$ cat config.mk
export PLATFORM = sky130hd
export DESIGN_NAME = rs_pipeline_credit_sink
export DESIGN_NICKNAME = d
export VERILOG_FILES = /design/src/rtl/rs_stream_pkg.sv /design/src/rtl/rs_credit_sink_mem.sv /design/src/rtl/rs_pipeline_credit_sink.sv
export SDC_FILE = /design/constraint.sdc
export NUM_CORES = 1
export LEC_CHECK = 0
export ABC_AREA = 0
export CAP_MARGIN = 10
export CORE_ASPECT_RATIO = 0.5
export CORE_MARGIN = 4
export CORE_UTILIZATION = 30
export DETAILED_ROUTE_END_ITERATION = 10
export GPL_ROUTABILITY_DRIVEN = 0
export RECOVER_POWER = 25
export SYNTH_ARGS = -nofsm -noshare
export SYNTH_HDL_FRONTEND = slang
export SYNTH_SLANG_ARGS = --single-unit
$ cat constraint.sdc
create_clock -name clk -period 6.5 [get_ports clk]
set_input_delay 1.3 -clock clk [delete_from_list [all_inputs] [get_ports clk]]
set_output_delay 1.3 -clock clk [all_outputs]
set_load 0.02 [all_outputs]
$ cat src/rtl/rs_stream_pkg.sv
// Shared helpers for pipelined-stream endpoints: counter sizing, pointer wrap
// and the early-full threshold that leaves room for in-flight words.
package rs_stream_pkg;

  localparam int DEFAULT_DEPTH = 16;
  localparam int DEFAULT_GRACE = 4;
  localparam int FULL_THRESH   = DEFAULT_DEPTH - DEFAULT_GRACE;

  function automatic int count_width(input int depth);
    return $clog2(depth + 1);
  endfunction

  function automatic int full_thresh(input int depth, input int grace);
    return depth - grace;
  endfunction

  // Explicit compare so non-power-of-two depths wrap correctly.
  function automatic int ptr_inc(input int ptr, input int depth);
    return (ptr == depth - 1) ? 0 : ptr + 1;
  endfunction

endpackage

$ cat src/rtl/rs_credit_sink_mem.sv
// DEPTH x DATA_WIDTH storage: synchronous write, asynchronous read so the
// head word falls through to the read port without an extra cycle.
module rs_credit_sink_mem #(
  parameter int DATA_WIDTH = 32,
  parameter int DEPTH      = 16,
  parameter int ADDR_W     = 4
) (
  input  logic                  clk,
  input  logic                  wr_en,
  input  logic [ADDR_W-1:0]     wr_addr,
  input  logic [DATA_WIDTH-1:0] wr_data,
  input  logic [ADDR_W-1:0]     rd_addr,
  output logic [DATA_WIDTH-1:0] rd_data
);

  logic [DATA_WIDTH-1:0] mem_q [DEPTH];

  always_ff @(posedge clk) begin
    if (wr_en) begin
      mem_q[wr_addr] <= wr_data;
    end
  end

  assign rd_data = mem_q[rd_addr];

endmodule

$ cat src/rtl/rs_pipeline_credit_sink.sv
// Receive-side FWFT buffer that drops if_full_n early enough to absorb GRACE
// in-flight writes; any write that still finds no room is dropped and flagged.
module rs_pipeline_credit_sink
  import rs_stream_pkg::*;
#(
  parameter int DATA_WIDTH = 32,
  parameter int DEPTH      = 16,
  parameter int GRACE      = 4
) (
  input  logic                         clk,
  input  logic                         reset,
  input  logic [DATA_WIDTH-1:0]        if_din,
  input  logic                         if_write,
  output logic                         if_full_n,
  output logic [DATA_WIDTH-1:0]        if_dout,
  output logic                         if_empty_n,
  input  logic                         if_read,
  output logic [$clog2(DEPTH+1)-1:0]   if_count,
  output logic                         overflow
);

  localparam int CNT_W = count_width(DEPTH);
  localparam int PTR_W = $clog2(DEPTH);
  localparam logic [CNT_W-1:0] DEPTH_C  = CNT_W'(DEPTH);
  localparam logic [CNT_W-1:0] THRESH_C = CNT_W'(full_thresh(DEPTH, GRACE));

  logic [CNT_W-1:0] count_q, count_d;
  logic [PTR_W-1:0] wr_ptr_q, wr_ptr_d;
  logic [PTR_W-1:0] rd_ptr_q, rd_ptr_d;
  logic             full_n_q, full_n_d;
  logic             overflow_q, overflow_d;
  logic             rd_acc, wr_acc;

  always_comb begin
    rd_acc     = if_read && (count_q != '0);
    // A pop in the same cycle frees the slot, so a full buffer still accepts.
    wr_acc     = if_write && ((count_q < DEPTH_C) || rd_acc);
    count_d    = count_q + CNT_W'(wr_acc) - CNT_W'(rd_acc);
    wr_ptr_d   = wr_ptr_q;
    rd_ptr_d   = rd_ptr_q;
    if (wr_acc) begin
      wr_ptr_d = PTR_W'(ptr_inc(int'(wr_ptr_q), DEPTH));
    end
    if (rd_acc) begin
      rd_ptr_d = PTR_W'(ptr_inc(int'(rd_ptr_q), DEPTH));
    end
    full_n_d   = count_d < THRESH_C;
    overflow_d = overflow_q || (if_write && !wr_acc);
  end

  always_ff @(posedge clk or posedge reset) begin
    if (reset) begin
      count_q    <= '0;
      wr_ptr_q   <= '0;
      rd_ptr_q   <= '0;
      full_n_q   <= 1'b0;
      overflow_q <= 1'b0;
    end else begin
      count_q    <= count_d;
      wr_ptr_q   <= wr_ptr_d;
      rd_ptr_q   <= rd_ptr_d;
      full_n_q   <= full_n_d;
      overflow_q <= overflow_d;
    end
  end

  rs_credit_sink_mem #(
    .DATA_WIDTH (DATA_WIDTH),
    .DEPTH      (DEPTH),
    .ADDR_W     (PTR_W)
  ) u_mem (
    .clk     (clk),
    .wr_en   (wr_acc),
    .wr_addr (wr_ptr_q),
    .wr_data (if_din),
    .rd_addr (rd_ptr_q),
    .rd_data (if_dout)
  );

  assign if_full_n  = full_n_q;
  assign if_empty_n = (count_q != '0);
  assign if_count   = count_q;
  assign overflow   = overflow_q;

endmodule

Word level (Yosys, flattened, before mapping):

Memory sizes are Yosys's and may differ from the RTL's.
Index checks and enable logic that the tools add are counted.

* bitwise logic cells: 0
* $mul: 0
* $lt $le $gt $ge: 2
* equal/unequal tests: 2
* divide/modulo/power cells: 0
* add/sub/neg operators: 4
* multiplexer cells: 4
* reductions and logical operators: 7
* shift-type cells: 0

Operator list (count)
* 4-bit by 1-bit adder with 4-bit output (second input constant): 2
* 4-bit by 1-bit == test with 1-bit output (second input constant): 2
* 4-bit 2-to-1 mux: 2
* 5-bit by 1-bit adder with 5-bit output: 1
* 5-bit by 4-bit less-than comparator with 1-bit output (second input constant): 1
* 5-bit less-than comparator (second input constant): 1
* 5-bit nonzero test: 1
* 5-bit by 1-bit subtractor with 5-bit output: 1
* 1-bit logical AND: 3
* 1-bit logical OR: 2
* 1-bit 2-to-1 mux: 2
* 1-bit zero test: 1

* bits of input ports: 36
* output and inout port bits: 40
* memories kept: 1
* bits in read-only memories: 0
* RAM bits: 512
* word-level logic and storage cells: 25
* bits in registers: 15
* latch bits: 0

Memory list
* u_mem.mem_q: depth 16, width 32, read ports 1, clocked after Yosys merged registers in 0, wr ports 1, line rs_credit_sink_mem.sv:16 `logic [DATA_WIDTH-1:0] mem_q [DEPTH];`

Depth between registers and ports, before layout:

Gate-level depths: netlist of the first run.

* depth after elaboration: 7
* depth in mapped cells: 13

By module:

A second synthesis of the first run with hierarchy kept.

* cells, all modules: 881
* area, all modules: 20070.5 um^2

By module, submodules not included
* rs_credit_sink_mem: cells an instance 806, times used 1, sequential area each 15374.7 um^2, area each 19213.4 um^2
* rs_pipeline_credit_sink: cells an instance 75, times used 1, sequential area each 375.4 um^2, area each 857.1 um^2

Worst setup path after synthesis of the first run:

Ideal clock, no wire load.

* path kind: input port to flip-flop
* start: in if_read
* end: mem u_mem.mem_q[10][0], enable pin
* setup slack: 3.358 ns
* library setup time: 0.392 ns
* stages: 4
* data arrival time: 2.750 ns
* buffers on the path: 0
* cell sequence: nand2b_1 -> nand2_1 -> nor3b_1 -> and2_1

* word-level cells in the longest chain between the ends: 5

RTL lines
* start, declared: line rs_pipeline_credit_sink.sv:17 `input logic if_read,`
* 1-bit logical AND: line rs_pipeline_credit_sink.sv:35 `rd_acc = if_read && (count_q != '0);`
* 1-bit logical OR: line rs_pipeline_credit_sink.sv:37 `wr_acc = if_write && ((count_q < DEPTH_C) || rd_acc);`
* 1-bit logical AND: line rs_pipeline_credit_sink.sv:37
* 1-bit 2-to-1 mux: line rs_credit_sink_mem.sv:19 `if (wr_en) begin`
* 1-bit 2-to-1 mux (implied by the code): line rs_credit_sink_mem.sv:20 `mem_q[wr_addr] <= wr_data;`
* end, declared: line rs_credit_sink_mem.sv:16

No other way between the ends.

Worst setup path after layout of the first run:

* start: reg rd_ptr_q[0]
* end: out if_dout[25]

* word-level cells in the longest chain between the ends: 1

RTL lines
* start, declared: line rs_pipeline_credit_sink.sv:29 `logic [PTR_W-1:0] rd_ptr_q, rd_ptr_d;`
* start signal, assigned: line rs_pipeline_credit_sink.sv:61 `rd_ptr_q <= rd_ptr_d;`
* memory 16 x 32 bit
* end, declared: line rs_pipeline_credit_sink.sv:15 `output logic [DATA_WIDTH-1:0] if_dout,`

No other way between the ends.

==> impl_summary.txt, run 1 <==
----------------------------------------------------
[Global routing]
  Global-route usage over all layers ... 0.121
  Maximum number of pins on one net before global-route repair ... between 50 and 60
  Number of global-route vias before repair ... approximately 10000
  Global-route wire length before repair ... about 65000 um
  Number of antenna violations at the first check in global routing ... 2
  GR Overflow Total ... 0

[Detailed routing]
  First DRT Iteration DRCs ... about 700
  Remaining antenna violation count after routing ... 0
  Total vias in the final route ... 9288
  Residual DRC ... 0
  Number of optimization iterations in the first detailed-route pass ... 7
  Average vias per placed instance ... ~4.9
  Routed wirelength normalized by instance count ... ~23 um
  Routed wire length ... around 44000 um

[Place]
  Worst slack, placed ... ~2.1 ns
  Quantity of I/O buffers inserted on ports ... between 70 and 80
  Hpwl dp ... 22100 um

[Synth]
  Adder-cell share of the synthesized area ... 0.00785
  Fraction of synthesis flops using an asynchronous set or reset pin ... 0.0285
  Mux share of post-synthesis cell area ... 0.146
  Commonest cells in the synthesized netlist ... 512 x edfxtp_1, 128 x mux4_2, 64 x a22oi_1
  Net Count, Synth ... a little over 900
  Most common cell in the netlist ... edfxtp_1
  Leading cell types by total area after synthesis ... edfxtp_1 77%, mux4_2 14%, a22oi_1 2.4%, dfrtp_1 1.9%, ha_1 0.69%
  Number of distinct library cell variants in the gate-level netlist after synthesis ... 33
  Commonest register cell after synthesis ... edfxtp_1
  Area of the mapped netlist ... ~20000 um2
  Post-synth top area cell ... edfxtp_1
  Mapped Cells ... 878
  EDFF count, synth ... 512
  Simple-gate portion of the synthesized area ... 0.0163
  Synth Warn # ... 0
  Post-synthesis xor/xnor area fraction ... 0.00262
  Combinational family with the most area after synthesis ... multiplexers
  Share of the yosys chip area belonging to registers ... 0.785
  Area share of the leading cell type in the synthesized netlist ... 0.766
  Post-synthesis register bit count ... approximately 530
  Post-synthesis average cell area ... 22.9 um2
  Fraction of the mapped netlist area in compound gates ... 0.0287

[Pwr]
  Worst ir drop on vdd ... 0.000191 V
  Static Leakage ... 7.38 nW
  Cell Pwr Density ... between 400 and 500 nW/um2
  Overall power of the completed layout ... 10.1 mW

[Timing]
  Worst hold margin ... between 0.4 and 0.5 ns
  Worst-margin pin slew ... 1.03 ns
  Final Setup Violations ... 0
  RSZ-0062 raised after global routing ... no
  Worst-case clock skew ... roughly 0.013 ns
  Max-slew violation count ... 0
  Total Negative Setup Slacks ... 0 ns
  Final Hold Vio Count ... 0
  Share of the cycle needed by the critical path after routing ... 0.747
  Worst max-slew margin expressed relative to the limit ... 0.309
  Final period demand of the worst path ... ~4.9 ns
  Final setup margin ... between 1.5 and 2 ns
  Maximum clock rate ... between 0.2 and 0.25 GHz

[CTS]
  Clock-pin slew on the worst setup and hold paths ... around 0.06 ns
  Clock insertion delay at the later pin of the skew report ... roughly 0.57 ns
  Clock tree from TritonCTS ... yes
  Total clock buffers created by CTS ... 51
  Clock Tree Root ... clkbuf_16
  Number of sinks driven by the clock tree ... between 500 and 600
  Clock Tree Buf Depth ... 3
  Resized Gates After CTS ... 0
  Htree depth ... 2
  Post-CTS Hold Fix Bufs ... 0
  Post-CTS setup-driven buffer insertion count ... 0

[Worst hold path]
  Worst hold path stage count ... 1
  Worst min-delay path class ... flip-flop to flip-flop

[Floorplanning]
  Die outline area ... a little over 70000 um2
  Number of top-level pins ... 76
  Die height ... approximately 190 um
  Die X-Extent ... approximately 370 um
  Core Box Area ... about 66000 um2
  Number of rows created at floorplan ... 66
  Starting utilization of the core area ... 0.306

[Setup path]
  Crit path capture type ... output pin
  Critical Path RT ... roughly 5.2 ns
  Buffers & Inverters on Critical Path ... 2
  Critical path class ... flip-flop to output pin
  FF-to-FF path depth ... 12
  Critical Path AT ... about 3.6 ns
  Kind of cell adding the most delay to the critical path ... buffers and inverters
  Maximum fanout along the worst path ... between 40 and 50
  Cell with the largest stage delay on the worst path ... dfrtp_4
  Startpoint type of the worst setup path ... flip-flop
  Critical path's largest stage delay ... between 0.9 and 1 ns
  Setup slack of the worst register-to-register path ... 3.43 ns
  Series of cell instances along the critical path ... buf_12 -> mux4_2 -> a22oi_1 -> nand2_1 -> clkdlybuf4s50_1
  Count of cell instances traversed by the critical path ... 5

[Final layout]
  Number of nets in the final layout ... roughly 1000
  Number of antenna cells inserted ... 0
  Area growth from synthesis to layout ... 17.2%
  Count of fill cells added during filler insertion ... ~6000
  Fraction of layout instances using a drive strength above 1 ... 0.242

[Outcome]
  Status ... finished clean

[Run]
  Max cap viols ... 0

----------------------------------------------------
-- cell families (layout without fill, tap and decap cells) --
family,Yosys count,after routing
flip-flops,527,527
adder cells (fa/ha/maj),12,12
multiplexers,131,131
AND/OR/NAND/NOR,67,67
AO/OA/AOI/OAI,79,79
XOR/XNOR,6,6
buffers and inverters,56,201
-- through the flow --
step                      area, um2  std cells  utilization
final                         23500       1907        0.359
after CTS                     23500       1907        0.359
after floorplan               20100        878            -
after detailed placement      21900       1815        0.335
after global routing          23500       1907        0.359
after global placement        21900       1815        0.335
-- area by class of cell --
type                    count  area [um2]  share of cell area
multi-input cells         295        4080               0.173
flip-flops and latches    527       15800               0.670
clock buffers              60        1330              0.0566
inverters                   9        33.8             0.00144
well taps                 884        1110              0.0470
repair buffers            100         963              0.0409
clock inverters            32         256              0.0109
-- cells in the final DEF, fill, tap and decap left out, types with 2 or more instances in the layout --
master | Yosys | layout
o21ai_1 | 2 | 2
buf_12 | 0 | 2
xnor2_1 | 3 | 3
nand2_1 | 36 | 36
dfrtp_4 | 0 | 2
ha_1 | 11 | 11
nand2b_1 | 2 | 2
clkinv_8 | 0 | 2
dfrtp_1 | 15 | 13
clkbuf_1 | 29 | 8
dlygate4sd3_1 | 0 | 21
a21o_1 | 3 | 3
a21oi_1 | 5 | 5
clkdlybuf4s50_1 | 0 | 54
a22oi_1 | 64 | 64
mux2_4 | 2 | 2
and2_2 | 0 | 17
clkbuf_16 | 0 | 52
o21bai_1 | 2 | 2
inv_1 | 9 | 9
clkinv_2 | 0 | 7
bufinv_16 | 0 | 3
edfxtp_1 | 512 | 512
buf_4 | 1 | 23
nor2_1 | 3 | 2
nand3_1 | 2 | 2
xor2_1 | 3 | 3
clkinv_1 | 0 | 14
mux4_2 | 128 | 128
nor2b_4 | 0 | 2
clkinvlp_4 | 0 | 5
-- layer usage --
layer  global-route usage  routed length (um)  up-vias  share of wire
li1                     -                   -     3929              -
met3               0.0146                1980       70          0.046
met4               0.0307                 871        0          0.020
met5                    0                   0        -              0
met1                0.158               18200     5053           0.42
met2                0.215               22400      236           0.52
-- registers in the layout (all words and copies together), names as in the netlist --
name,flops
u_mem.mem_q,512
if_full_n,1
if_count,5
rd_ptr_q,4
wr_ptr_q,4
overflow,1
-- worst paths after layout --
kind,from,endpoint
worst max-delay path,rd_ptr_q[0],if_dout[25]
worst min-delay path,overflow,overflow
worst max register to register,if_count[3],if_full_n
worst min register to register,overflow,overflow
max in group asynchronous,reset,rd_ptr_q[0]
min in group asynchronous,reset,if_full_n
-- worst register-to-register path, cell delays in order, from the launching register on --
cell and delay [ns]:
dfrtp_1 0.41, inv_1 0.09, ha_1 0.14, or4b_4 0.47, and2_1 0.27, ha_1 0.31, inv_1 0.04, ha_1 0.21
fa_1 0.44, a21oi_1 0.18, o21bai_1 0.10, xnor2_1 0.23, a21oi_1 0.06
-- report_power, final --
part | switching (mW) | internal [mW]
clock network | 1.21 | 1.58
logic | 1.61 | 1.44
registers | 0.238 | 4.04
total | 3.05 | 7.06
(Power assumes the default switching activity.)
==> run 2, diff against run 1 <==
Clock period 6.5 ns to 5 ns, I/O delays scaled along.
==> run 2 against run 1 <==
Net effect:
- clock-buffer cell count is 3 higher
- non-clock buffer count is 15 higher
- register-to-register slack worse by 1.4 ns
- flip-flop and latch count stayed put
- worst hold slack better by 0.043 ns
- highest routed layer unchanged
==> impl_summary.txt, run 2 (synthesis gave the netlist of run 1 again) <==
----------------------------------------------------
[Outcome]
  Status ... finished clean (unchanged)

[CTS]
  Clock insertion delay at the later pin of the skew report ... 0.58 ns (was 0.57 ns)
  Clock-pin slew on the worst setup and hold paths ... 0.06 ns (about the same)
  Total clock buffers created by CTS ... 51 (unchanged)
  Number of sinks driven by the clock tree ... 527 (unchanged)
  Post-CTS setup-driven buffer insertion count ... 0 (unchanged)
  Resized Gates After CTS ... 0 (unchanged)
  Post-CTS Hold Fix Bufs ... 0 (unchanged)
  Clock Tree Buf Depth ... 3 (unchanged)
  Htree depth ... 2 (unchanged)
  Clock Tree Root ... clkbuf_16 (unchanged)
  Clock tree from TritonCTS ... yes (unchanged)

[Timing]
  Total Negative Setup Slacks ... 0 ns (unchanged)
  Worst-case clock skew ... 0.0228 ns (was 0.0126 ns)
  Maximum clock rate ... 0.223 GHz
  Max-slew violation count ... 0 (unchanged)
  Worst max-slew margin expressed relative to the limit ... 0.400 (was 0.309)
  Worst hold margin ... 0.527 ns (was 0.484 ns)
  RSZ-0062 raised after global routing ... no (unchanged)
  Worst-margin pin slew ... 0.901 ns (was 1.03 ns)
  Share of the cycle needed by the critical path after routing ... 0.896
  Final Hold Vio Count ... 0 (unchanged)
  Final period demand of the worst path ... about 4.5 ns
  Final Setup Violations ... 0 (unchanged)
  Final setup margin ... 0.522 ns (was 1.64 ns)

[Floorplanning]
  Die X-Extent ... 374 um (unchanged)
  Die height ... 191 um (unchanged)
  Die outline area ... 71400 um2 (unchanged)
  Number of top-level pins ... 76 (unchanged)
  Starting utilization of the core area ... 0.306 (unchanged)
  Number of rows created at floorplan ... 66 (unchanged)
  Core Box Area ... 65600 um2 (unchanged)

[Worst hold path]
  Worst min-delay path class ... flip-flop to flip-flop (unchanged)
  Worst hold path stage count ... 1 (unchanged)

[Detailed routing]
  Number of optimization iterations in the first detailed-route pass ... 5 (was 7)
  Average vias per placed instance ... 4.88 (was 4.87)
  Residual DRC ... 0 (unchanged)
  Routed wire length ... 45100 um (was 43500 um)
  Routed wirelength normalized by instance count ... 23.5 um (was 22.8 um)
  Total vias in the final route ... 9383 (was 9288)
  Remaining antenna violation count after routing ... 0 (unchanged)
  First DRT Iteration DRCs ... 921 (was 713)

[Setup path]
  Kind of cell adding the most delay to the critical path ... flip-flops (was buffers and inverters)
  Cell with the largest stage delay on the worst path ... dfrtp_4 (unchanged)
  Buffers & Inverters on Critical Path ... 2 (unchanged)
  Crit path capture type ... output pin (unchanged)
  Critical Path RT ... 4.00 ns (was 5.20 ns)
  Count of cell instances traversed by the critical path ... 5 (unchanged)
  Critical path's largest stage delay ... 1.02 ns (was 0.95 ns)
  Critical Path AT ... 3.48 ns (was 3.56 ns)
  Maximum fanout along the worst path ... 43 (was 49)
  Startpoint type of the worst setup path ... flip-flop (unchanged)
  Series of cell instances along the critical path ... buf_4 -> mux4_2 -> a22oi_1 -> nand2_1 -> clkdlybuf4s50_1 (was buf_12 -> mux4_2 -> a22oi_1 -> nand2_1 -> clkdlybuf4s50_1)
  Critical path class ... flip-flop to output pin (unchanged)
  FF-to-FF path depth ... 12 (unchanged)

[Global routing]
  Maximum number of pins on one net before global-route repair ... 46 (was 51)
  GR Overflow Total ... 0 (unchanged)
  Number of antenna violations at the first check in global routing ... 3 (was 2)
  Number of global-route vias before repair ... 9886 (was 9967)
  Global-route wire length before repair ... 66800 um (was 64700 um)
  Global-route usage over all layers ... 0.125 (was 0.121)

[Pwr]
  Worst ir drop on vdd ... 0.000318 V (was 0.000191 V)
  Cell Pwr Density ... 555 nW/um2 (was 430 nW/um2)
  Static Leakage ... 7.44 nW (was 7.38 nW)

[Final layout]
  Largest register FFs ... 512 (unchanged)
  Number of nets in the final layout ... 1047 (was 1032)
  Count of fill cells added during filler insertion ... 5957 (was 5982)
  Area growth from synthesis to layout ... 17.7% (was 17.2%)
  Most frequent standard cell in the layout excluding fill and tap cells ... edfxtp_1 (unchanged)
  Most frequent cells in the layout ... 512 x edfxtp_1, 128 x mux4_2, 64 x a22oi_1 (unchanged)
  Fraction of layout instances using a drive strength above 1 ... 0.244 (was 0.242)
  Largest register by flop count ... u_mem.mem_q (unchanged)
  End-of-flow core utilization ... 0.360 (was 0.359)

[Place]
  Worst slack, placed ... 1.02 ns (was 2.15 ns)
  Quantity of I/O buffers inserted on ports ... 75 (unchanged)
  Hpwl dp ... 25400 um (was 22100 um)

[Run]
  Max cap viols ... 0 (unchanged)

----------------------------------------------------
run 2: metrics by stage:
step / total power [mW] / cells / instance area, um2
2_1_floorplan: 8.19 / 878 / 20100
3_3_place_gp: 9.77 / 1830 / 22200
3_5_place_dp: 9.85 / 1830 / 22200
4_1_cts: 13.3 / 1919 / 23600
5_1_grt: 13.7 / 1921 / 23600
6_report: 13.1 / 1921 / 23600
run 2: metal layers:
metal / global-route usage / share of wire / routed length [um] / vias up
li1: - / - / - / 3953
met5: 0 / 0 / 0 / -
met4: 0.0310 / 0.018 / 831 / 0
met3: 0.0180 / 0.059 / 2660 / 64
met2: 0.216 / 0.51 / 23000 / 308
met1: 0.166 / 0.41 / 18600 / 5058
run 2: cell type report:
class / count / area, um2 / area share
repair buffers: 115 / 1180 / 0.0498
diodes: 2 / 5.00 / 0.000212
clock inverters: 26 / 130 / 0.00551
multi-input cells: 295 / 4080 / 0.173
clock buffers: 63 / 1340 / 0.0568
well taps: 884 / 1110 / 0.0468
inverters: 9 / 33.8 / 0.00143
flip-flops and latches: 527 / 15800 / 0.667
run 2: report_power, final:
part	total (mW)	internal, mW	switching (mW)
combinational	4.11	1.97	2.14
sequential	5.55	5.25	0.307
clock	3.44	1.89	1.55
total	13.1	9.11	4.00
run 2: path summary, 6_finish.rpt:
path	start	to	slack [ns]
setup reg to reg	if_count[2]	if_full_n	2.00
min in group asynchronous	reset	overflow	0.95
hold reg to reg	overflow	overflow	0.53
max in group asynchronous	reset	rd_ptr_q[1]	3.59
hold / removal	overflow	overflow	0.53
setup / recovery	rd_ptr_q[0]	if_dout[4]	0.52
